## src/rtl/calc_pkg.sv

```systemverilog
// Shared encodings for the single-digit calculator: display states, key codes, operator codes.
package calc_pkg;

  localparam int unsigned STATE_W = 3;
  localparam int unsigned KEY_W   = 4;
  localparam int unsigned OP_W    = 2;
  localparam int unsigned TIMER_W = 8;

  typedef enum logic [STATE_W-1:0] {
    S_LEFT  = 3'd0,
    S_RIGHT = 3'd1,
    S_CALC  = 3'd2,
    S_SHOW  = 3'd3
  } state_e;

  typedef enum logic [OP_W-1:0] {
    OP_ADD = 2'b00,
    OP_SUB = 2'b01,
    OP_MUL = 2'b10
  } op_e;

  localparam logic [KEY_W-1:0] KEY_DIG_MAX = 4'h9;
  localparam logic [KEY_W-1:0] KEY_ADD     = 4'hA;
  localparam logic [KEY_W-1:0] KEY_SUB     = 4'hB;
  localparam logic [KEY_W-1:0] KEY_MUL     = 4'hC;
  localparam logic [KEY_W-1:0] KEY_EQ      = 4'hE;
  localparam logic [KEY_W-1:0] KEY_CLR     = 4'hF;

  function automatic logic is_digit(input logic [KEY_W-1:0] k);
    return k <= KEY_DIG_MAX;
  endfunction

  function automatic logic is_oper(input logic [KEY_W-1:0] k);
    return (k == KEY_ADD) || (k == KEY_SUB) || (k == KEY_MUL);
  endfunction

  function automatic op_e key_to_op(input logic [KEY_W-1:0] k);
    case (k)
      KEY_SUB: return OP_SUB;
      KEY_MUL: return OP_MUL;
      default: return OP_ADD;
    endcase
  endfunction

endpackage

```

## src/rtl/key_event_detect.sv

```systemverilog
// Rising-edge detector on the scanner key-down level; one event per press, key sampled on that edge.
module key_event_detect
  import calc_pkg::*;
(
  input  logic             clk,
  input  logic             rst_n,
  input  logic [KEY_W-1:0] key,
  input  logic             pressed,
  output logic             evt_c,
  output logic [KEY_W-1:0] evt_key_c
);

  logic pressed_d;
  logic pressed_q;

  // Resets high so a key held through reset release is not seen as a new press.
  always_ff @(posedge clk or negedge rst_n) begin
    if (!rst_n) pressed_q <= 1'b1;
    else        pressed_q <= pressed_d;
  end

  always_comb begin
    pressed_d = pressed;
    evt_c     = pressed & ~pressed_q;
    evt_key_c = key;
  end

endmodule

```

## src/rtl/calc_key_sequencer.sv

```systemverilog
// Keypad control FSM: turns key events into operand load strobes, operator select and ALU handshake.
module calc_key_sequencer
  import calc_pkg::*;
#(
  parameter int unsigned CALC_TIMEOUT = 16
) (
  input  logic       clk,
  input  logic       rst_n,
  input  logic [3:0] key,
  input  logic       pressed,
  input  logic       calc_done,
  output logic       load_left,
  output logic       load_right,
  output logic       clr,
  output logic [1:0] op,
  output logic       calc_start,
  output logic       ans_enable,
  output logic       err,
  output logic [2:0] state
);

  localparam logic [TIMER_W-1:0] TIMEOUT_LAST = TIMER_W'(CALC_TIMEOUT - 1);

  logic             evt_c;
  logic [KEY_W-1:0] evt_key_c;

  state_e             state_d, state_q;
  op_e                op_d, op_q;
  logic               err_d, err_q;
  logic               rv_d, rv_q;
  logic [TIMER_W-1:0] timer_d, timer_q;
  logic               ll_d, ll_q;
  logic               lr_d, lr_q;
  logic               clr_d, clr_q;
  logic               cs_d, cs_q;
  logic               ans_d, ans_q;

  key_event_detect u_key_event_detect (
    .clk       (clk),
    .rst_n     (rst_n),
    .key       (key),
    .pressed   (pressed),
    .evt_c     (evt_c),
    .evt_key_c (evt_key_c)
  );

  always_ff @(posedge clk or negedge rst_n) begin
    if (!rst_n) begin
      state_q <= S_LEFT;
      op_q    <= OP_ADD;
      err_q   <= 1'b0;
      rv_q    <= 1'b0;
      timer_q <= '0;
      ll_q    <= 1'b0;
      lr_q    <= 1'b0;
      clr_q   <= 1'b0;
      cs_q    <= 1'b0;
      ans_q   <= 1'b0;
    end else begin
      state_q <= state_d;
      op_q    <= op_d;
      err_q   <= err_d;
      rv_q    <= rv_d;
      timer_q <= timer_d;
      ll_q    <= ll_d;
      lr_q    <= lr_d;
      clr_q   <= clr_d;
      cs_q    <= cs_d;
      ans_q   <= ans_d;
    end
  end

  always_comb begin
    state_d = state_q;
    op_d    = op_q;
    err_d   = err_q;
    rv_d    = rv_q;
    timer_d = timer_q;
    ll_d    = 1'b0;
    lr_d    = 1'b0;
    clr_d   = 1'b0;
    cs_d    = 1'b0;

    // Clear beats everything, including a coincident calc_done.
    if (evt_c && (evt_key_c == KEY_CLR)) begin
      state_d = S_LEFT;
      op_d    = OP_ADD;
      err_d   = 1'b0;
      rv_d    = 1'b0;
      clr_d   = 1'b1;
    end else begin
      case (state_q)
        S_LEFT: begin
          if (evt_c && is_digit(evt_key_c)) begin
            ll_d = 1'b1;
          end else if (evt_c && is_oper(evt_key_c)) begin
            op_d    = key_to_op(evt_key_c);
            state_d = S_RIGHT;
          end
        end
        S_RIGHT: begin
          if (evt_c && is_digit(evt_key_c)) begin
            lr_d = 1'b1;
            rv_d = 1'b1;
          end else if (evt_c && is_oper(evt_key_c)) begin
            op_d = key_to_op(evt_key_c);
          end else if (evt_c && (evt_key_c == KEY_EQ) && rv_q) begin
            cs_d    = 1'b1;
            timer_d = '0;
            state_d = S_CALC;
          end
        end
        S_CALC: begin
          timer_d = timer_q + TIMER_W'(1);
          if (calc_done) begin
            err_d   = 1'b0;
            state_d = S_SHOW;
          end else if (timer_d == TIMEOUT_LAST) begin
            err_d   = 1'b1;
            state_d = S_SHOW;
          end
        end
        S_SHOW: begin
          if (evt_c && is_digit(evt_key_c)) begin
            ll_d    = 1'b1;
            err_d   = 1'b0;
            rv_d    = 1'b0;
            state_d = S_LEFT;
          end
        end
        default: state_d = S_LEFT;
      endcase
    end

    ans_d = (state_d == S_SHOW);
  end

  assign load_left  = ll_q;
  assign load_right = lr_q;
  assign clr        = clr_q;
  assign op         = op_q;
  assign calc_start = cs_q;
  assign ans_enable = ans_q;
  assign err        = err_q;
  assign state      = state_q;

endmodule

```

## config.mk

```make
export PLATFORM = sky130hd
export DESIGN_NAME = calc_key_sequencer
export DESIGN_NICKNAME = d
export VERILOG_FILES = /design/src/rtl/calc_pkg.sv /design/src/rtl/key_event_detect.sv /design/src/rtl/calc_key_sequencer.sv
export SDC_FILE = /design/constraint.sdc
export NUM_CORES = 1
export LEC_CHECK = 0
export CAP_MARGIN = 20
export CORE_ASPECT_RATIO = 1.1
export CORE_UTILIZATION = 46
export DETAILED_ROUTE_END_ITERATION = 8
export PLACE_DENSITY_LB_ADDON = 0.3
export SLEW_MARGIN = 20
export SYNTH_ARGS = -nofsm -noshare
export SYNTH_HDL_FRONTEND = slang
export SYNTH_SLANG_ARGS = --single-unit
```

## constraint.sdc

```tcl
create_clock -name clk -period 1.6 [get_ports clk]
set_input_delay 0.24 -clock clk [delete_from_list [all_inputs] [get_ports clk]]
set_output_delay 0.24 -clock clk [all_outputs]
set_load 0.05 [all_outputs]
```

==> results.cfg, run 1 <==
[run_status]
outcome = finished with violations
failed_checks = negative setup slack

[final_layout]
combined_area_of_the_multi_input_logic_cells_um2 = 643
finalCoreUtilization_pct = 79.3
layoutNonFillerInstCount = 197
number_of_fillers_in_the_final_layout = 126
layout.cells.most_common = buf_4
syn_to_final_growth_pct = 56.2
design.final.nets = 180
layout.cell_area.non_filler_mm2 = 0.00167
n_antenna_cell = 0
drive_gt1_share_pct = 44.4
layout.cells.most_common_list = buf_4 (42), dfrtp_1 (17), nand2_1 (16)
area.sequential_um2 = 531

[worst_setup_path]
critPathMaxStageDelay_ns = 0.46
critical_path_end_type = register
path_max_fanout = 8
criticalPathCategory = reg -> reg
r2r_slack_ns = -0.16
path_cells = nand3b_1 > or4_4 > a211o_4 > o21ai_2 > o41ai_1
cp_slowest_cell = or4_4
worst_ep_arrival_time_ns = 1.96
required_ns = 1.80
startpoint_type = register

[yosys]
top_reg_cell_synth = dfrtp_1
yosysUniqueCellTypes = 37
yosys.area.top_type = dfrtp_1
synthArstFlopShare_pct = 100
syn_avg_cell_area_um2 = 9.13
syn-cell-area_mm2 = 0.00107
ys.warnings.count = 0
synth.area.top_cells = dfrtp_1 (47%), nand2_1 (5.6%), o21ai_0 (4.7%)
synth.yosys.seq_area_share_pct = 49.3
synth-edff-count = 0
post_synthesis_sequential_element_count = 21
synth_top_area_share_pct = 46.8
nets_in_the_synthesized_netlist = 127
syn-instance-count = 117

[power]
vdd.ir_drop.worst_mv = 0.468
power-per-cell-area_mw_per_mm2 = 574
power.leakage_nw = 0.724

[floorplan]
die_height_um = 52.6
die_area_mm2 = 0.00252
placementRows = 17
initial_utilization_pct = 50.7
count_of_boundary_i_o_pins = 19
die_width_um = 48.0
placeable_core_region_mm2 = 0.00211

[clocking]
ctsRootBufferMaster = clkbuf_4
cts_tree = built
htree_levels = 1
path_clk_slew_ns = 0.12
clkLatencyLatePin_ns = 0.31
clkSinkCount = 21
tritoncts.num_buffers = 3
holdBufCountCts = 0
clock_tree.buffer_depth = 2

[place]
dp_worst_setup_slack_ns = -0.551
detailedPlacementHpwl_um = 1800
routabilityCongestion = 0.868
port_buffers = 18
cells_after_dpl = 186
detailed_place.area_mm2 = 0.00148

[grt]
gr-total-overflow = 0
grt_pass1_wl_um = 4170
antenna_found_initial = 0
grt_start_max_net_pins = 22
grt_util_overall_pct = 23.9
first_global_vias = 1004

[timing]
max_freq_mhz = 568
min_period_over_period_pct = 110
setup_violations = 11
period_needed_ns = 1.76
slew_violations = 0
hold_viol_final = 0
worst_clock_skew_ns = 0.00653
hold_slack_ns = 0.258
setup_ws_ns = -0.161
setup_repair_after_global_routing_missed_its_margin = true

[detailed_routing]
postRouteAntennaNets = 0
number_of_design_rule_violations_left_after_detail_routing = 0
finalWirelength_um = 3130
drt-initial-drc-count = 35
average_wire_per_cell_in_the_routed_design_um = 15.9
vias_per_cell = 5.52
firstDrtPassIters = 4
dr_total_vias = 1087

[flow_run]
max_cap_viol_count = 0

[min_path]
hold_class = in -> async
## power breakdown
part | switching [mW] | internal (mW)
Clock | 0.164 | 0.0974
Sequential | 0.0102 | 0.543
Combinational | 0.0796 | 0.0631
Total | 0.254 | 0.703
## flip-flops by register name (all words and copies together) (netlist names)
register / cells
state: 3
load_right: 1
u_key_event_detect.pressed_q: 1
err: 1
op: 2
calc_start: 1
load_left: 1
timer_q: 8
clr: 1
rv_q: 1
ans_enable: 1
## worst paths after layout
kind                                              start                      endpoint  cells after the start
max                        u_key_event_detect.pressed_q                    timer_q[5]                      5
min                                               rst_n                         op[1]                      2
max reg2reg                u_key_event_detect.pressed_q                    timer_q[5]                      5
min reg2reg                                       op[0]                         op[0]                      2
max in group asynchronous                         rst_n  u_key_event_detect.pressed_q                      2
min in group clk                                 key[3]                         op[1]                      3
## timing repair
action / CTS / global route
endpoints found under the setup margin: 12 / 14
setup buffers: 2 / 6
cloned: 0 / 0
gates resized for setup: 13 / 19
pin swaps: 11 / 7
## cells by family after synthesis
kind of cell / synth area share (%)
buffers and inverters: 2.22
adder cells (fa/ha/maj): 2.34
AND/OR/NAND/NOR: 24.5
AO/OA/AOI/OAI: 16.3
multiplexers: 0.937
other: 0.351
flip-flops: 49.3
XOR/XNOR: 4.10
## synth_stat cells, types with 4 or more instances
library cell	instances
a21oi_1	5
dfrtp_1	20
nand2_1	16
nand3_1	7
nor2_1	11
nor2b_1	4
nor3_1	5
o21ai_0	10
o21ai_1	4
xor2_1	4
## critical path: cells and delay by family (launching register included)
family | cells | cell delay (ns)
and+or+nand+nor | 2 | 0.68
AOI/OAI and AO/OA | 3 | 0.58
DFF | 1 | 0.39
## layout make-up
type                    count  share of cell area (%)
clock buffers               4                    1.57
inverters                   3                   0.675
multi-input cells          90                    38.5
flip-flops and latches     21                    31.8
well taps                  28                    2.10
repair buffers             51                    25.3
## through the flow
step	TNS [ns]	power [mW]
final	-1.23	0.957
after global routing	-2.10	0.996
after CTS	-0.823	0.936
after detailed placement	-6.04	0.676
after global placement	-5.19	0.674
after floorplan	-0.493	0.603
## layer usage
metal	GRT usage (%)	up-vias	part of all wire (%)
met2	37.8	46	52
met5	0	-	0
met4	13.4	0	2.3
li1	-	516	-
met1	29.8	516	41
met3	4.14	9	5.0
Note: power is estimated with default switching activity, not from simulation.
==> run 2, diff against run 1 <==
- CORE_ASPECT_RATIO: 1.1 -> 0.7
==> results.cfg, run 2 (synthesis results as in run 1) <==
[run_status]
outcome = finished with violations
failed_checks = negative setup slack

[final_layout]
largest_reg_flops = 8
layout.cell_area.non_filler_mm2 = 0.00174
syn_to_final_growth_pct = 62.9
number_of_fillers_in_the_final_layout = 139
n_antenna_cell = 0
layout.cells.most_common_list = buf_4 (45), dfrtp_1 (17), nand2_1 (15)
layout.cells.most_common = buf_4
design.final.nets = 185
largest-register = timer_q
layoutNonFillerInstCount = 206
drive_gt1_share_pct = 47.1

[grt]
gr-total-overflow = 0
first_global_vias = 1058
grt_util_overall_pct = 26.9
grt_start_max_net_pins = 22
grt_pass1_wl_um = 4990
antenna_found_initial = 0

[power]
combinationalPowerShare_pct = 13.6
power.leakage_nw = 0.751
power-per-cell-area_mw_per_mm2 = 536
cellInternalPower_mw = 0.696
vdd.ir_drop.worst_mv = 0.376
power_frac_clock_pct = 27.2
total_power_mw = 0.933
power.net_switching_mw = 0.237
sw_frac_of_total_pct = 25.4
seqPwrFrac_pct = 59.2

[floorplan]
placementRows = 14
die_area_mm2 = 0.00252
placeable_core_region_mm2 = 0.00217
die_height_um = 42.3
count_of_boundary_i_o_pins = 19
die_width_um = 59.6
initial_utilization_pct = 49.2

[detailed_routing]
number_of_design_rule_violations_left_after_detail_routing = 0
vias_per_cell = 5.75
dr_total_vias = 1185
finalWirelength_um = 3550
average_wire_per_cell_in_the_routed_design_um = 17.2
drt-initial-drc-count = 65
postRouteAntennaNets = 0
firstDrtPassIters = 4

[place]
detailedPlacementHpwl_um = 2080
dp_worst_setup_slack_ns = -0.538
detailed_place.area_mm2 = 0.00151
port_buffers = 18
routabilityCongestion = 0.838
cells_after_dpl = 194

[clocking]
clkSinkCount = 21
ctsRootBufferMaster = clkbuf_4
htree_levels = 1
holdBufCountCts = 0
tritoncts.num_buffers = 3
clkLatencyLatePin_ns = 0.31
clock_tree.buffer_depth = 2
cts_tree = built
path_clk_slew_ns = 0.11

[worst_setup_path]
critical_path_end_type = register
critPathMaxStageDelay_ns = 0.53
startpoint_type = register
path_cells = nand3_2 > or4_4 > a211o_4 > o21ai_2 > o21ai_1
criticalPathCategory = reg -> reg
required_ns = 1.79
path_max_fanout = 8
cp_slowest_cell = or4_4
worst_ep_arrival_time_ns = 2.00

[timing]
slew_violations = 0
worst_clock_skew_ns = 0.00378
setup_repair_after_global_routing_missed_its_margin = true
tns_setup_ns = -1.10
max_freq_mhz = 554
hold_viol_final = 0
min_period_over_period_pct = 113
setup_violations = 11
period_needed_ns = 1.81
setup_ws_ns = -0.206

[min_path]
hold_class = in -> async

[flow_run]
max_cap_viol_count = 0
run 2: path summary, 6_finish.rpt:
path                            slack [ns]  startpoint  depth (start not counted)                           end
worst min register to register        0.49       op[1]                          2                         op[1]
max in group asynchronous             1.06       rst_n                          2  u_key_event_detect.pressed_q
min in group clk                      0.49       op[1]                          2                         op[1]
worst min-delay path                  0.27       rst_n                          2                    timer_q[2]
worst max register to register       -0.21        rv_q                          5                    timer_q[2]
worst max-delay path                 -0.21        rv_q                          5                    timer_q[2]
run 2: metal layers:
layer | vias to the layer above | wire length [µm] | GRT usage, %
met1 | 585 | 1460 | 36.1
met5 | - | 0 | 0
met2 | 68 | 1740 | 43.1
li1 | 519 | - | -
met3 | 13 | 300 | 7.10
met4 | 0 | 57 | 6.98
run 2: through the flow:
stage / hold WS, ns / utilization (%)
floorplan: -0.0556 / -
global placement: 0.477 / 69.6
detailed placement: 0.477 / 69.6
CTS: 0.275 / 74.3
global route: 0.270 / 80.1
finish: 0.265 / 80.1
run 2: area by class of cell:
cell class | instances | area [µm²] | area share [%]
Tap cell | 32 | 40.0 | 2.30
Inverter | 3 | 11.3 | 0.647
Clock buffer | 4 | 26.3 | 1.51
Sequential cell | 21 | 531 | 30.5
Timing Repair Buffer | 56 | 468 | 26.9
Multi-Input combinational cell | 90 | 664 | 38.2
run 2: power by group through the flow:
stage | logic, mW | clock network [mW] | registers [mW]
after CTS | 0.122 | 0.258 | 0.552
after detailed placement | 0.116 | 0 | 0.561
after global routing | 0.134 | 0.285 | 0.553
after global placement | 0.114 | 0 | 0.561
after floorplan | 0.0232 | 0 | 0.580
final | 0.127 | 0.253 | 0.552
run 2: worst max-delay path: cells and delay by family, from the launching register on:
family / cells / cell delay, ns
AO/OA/AOI/OAI: 3 / 0.66
AND/OR/NAND/NOR: 2 / 0.62
flip-flops: 1 / 0.41
run 2: timing repair:
item                       4_1_cts  5_1_grt
pin swaps                       16        6
gates resized for setup         18       18
setup endpoints to repair       11       14
cloned                           0        1
buffers inserted                 5        3
==> run 3, diff against run 2 <==
- CORE_UTILIZATION: 46 -> 30
==> results.cfg, run 3 (synthesis results as in run 1) <==
[worst_setup_path]
worst_ep_arrival_time_ns = 1.89
critical_path_end_type = register
path_max_fanout = 8
cp_slowest_cell = or4_4
critPathMaxStageDelay_ns = 0.44
startpoint_type = register
required_ns = 1.75
criticalPathCategory = reg -> reg
path_cells = nand3b_1 > or4_4 > a211o_4 > o21ai_1 > o41ai_1
r2r_slack_ns = -0.14

[clocking]
cts_tree = built
holdBufCountCts = 0
path_clk_slew_ns = 0.08
htree_levels = 1
clkLatencyLatePin_ns = 0.27
tritoncts.num_buffers = 3
clock_tree.buffer_depth = 2
ctsRootBufferMaster = clkbuf_8
clkSinkCount = 21
post_cts.repair.setup_buffers = 0

[place]
port_buffers = 18
routabilityCongestion = 0.819
dp_worst_setup_slack_ns = -0.520
detailedPlacementHpwl_um = 2090

[grt]
grt_start_max_net_pins = 22
grt_util_overall_pct = 16.1
first_global_vias = 948
grt_pass1_wl_um = 4440
antenna_found_initial = 0
gr-total-overflow = 0

[detailed_routing]
number_of_design_rule_violations_left_after_detail_routing = 0
drt-initial-drc-count = 68
vias_per_cell = 4.73
firstDrtPassIters = 4
average_wire_per_cell_in_the_routed_design_um = 12.5
postRouteAntennaNets = 0
dr_total_vias = 1017
finalWirelength_um = 2680

[final_layout]
finalCoreUtilization_pct = 50.5
n_antenna_cell = 0
design.final.nets = 179
layout.cells.most_common = buf_4
drive_gt1_share_pct = 38.7
syn_to_final_growth_pct = 54.8
largest_reg_flops = 8
largest-register = timer_q
layout.cells.most_common_list = buf_4 (40), dfrtp_1 (17), nand2_1 (16)

[timing]
tns_setup_ns = -0.659
setup_repair_after_global_routing_missed_its_margin = true
hold_viol_final = 0
setup_ws_ns = -0.138
setup_violations = 10
min_period_over_period_pct = 109
period_needed_ns = 1.74
worst_clock_skew_ns = 0.00961
max_freq_mhz = 575
slew_violations = 0

[floorplan]
die_width_um = 73.3
placeable_core_region_mm2 = 0.00328
die_area_mm2 = 0.00381
die_height_um = 51.9
initial_utilization_pct = 32.6
placementRows = 17
count_of_boundary_i_o_pins = 19

[run_status]
outcome = finished with violations
failed_checks = negative setup slack

[power]
vdd.ir_drop.worst_mv = 0.422
power.leakage_nw = 0.722
power-per-cell-area_mw_per_mm2 = 617
total_power_mw = 1.02

[flow_run]
max_cap_viol_count = 0

[min_path]
hold_class = in -> async
[run 3: cell types whose count changed in the layout (fill, tap and decap cells not counted), sizes merged]
cell	before	now
buf	48	43
clkdlybuf4s50	5	3
dlygate4sd2	2	4
clkdlybuf4s15	1	0
[run 3: final timing paths]
kind	depth (start not counted)	startpoint	endpoint
setup / recovery	5	u_key_event_detect.pressed_q	timer_q[5]
hold / removal	2	rst_n	timer_q[6]
setup reg to reg	5	u_key_event_detect.pressed_q	timer_q[5]
hold reg to reg	2	op[0]	op[0]
max in group asynchronous	2	rst_n	u_key_event_detect.pressed_q
min in group clk	2	pressed	u_key_event_detect.pressed_q
[run 3: where the power goes]
group / internal [mW] / leakage [nW] / total, mW / switching, mW
registers: 0.543 / 0.281 / 0.553 / 0.0105
clock network: 0.178 / 0.0228 / 0.353 / 0.175
logic: 0.0511 / 0.418 / 0.115 / 0.0638
total: 0.772 / 0.722 / 1.02 / 0.249
[run 3: critical path: cells and delay by family, from the launching register on]
family	cells	cell delay, ns
AO/OA/AOI/OAI	3	0.59
AND/OR/NAND/NOR	2	0.65
flip-flops	1	0.37
[run 3: timing repair]
| item | 4_1_cts | 5_1_grt |
|---|---|---|
| pin swaps | 13 | 9 |
| resized for setup | 18 | 5 |
| setup endpoints to repair | 11 | 14 |
[run 3: final cells by class]
class | instances | area [µm²]
Fill cell | 323 | 1620
Multi-Input combinational cell | 90 | 592
Sequential cell | 21 | 531
Timing Repair Buffer | 50 | 417
Tap cell | 47 | 58.8
Clock buffer | 4 | 45.0
Inverter | 3 | 11.3
[run 3: layer usage]
| layer | part of all wire, % | vias up | track usage [%] |
|---|---|---|---|
| met4 | 1.6 | 0 | 6.73 |
| li1 | - | 513 | - |
| met2 | 43 | 24 | 23.8 |
| met5 | 0 | - | 0 |
| met3 | 4.3 | 5 | 4.65 |
| met1 | 51 | 475 | 21.9 |
[run 3: stage by stage]
step / area [µm²] / cells / hold slack (ns)
6_report: 1650 / 215 / 0.304
5_1_grt: 1650 / 215 / 0.317
4_1_cts: 1640 / 215 / 0.311
3_5_place_dp: 1550 / 211 / 0.485
3_3_place_gp: 1550 / 211 / 0.469
2_1_floorplan: 1080 / 117 / -0.0556
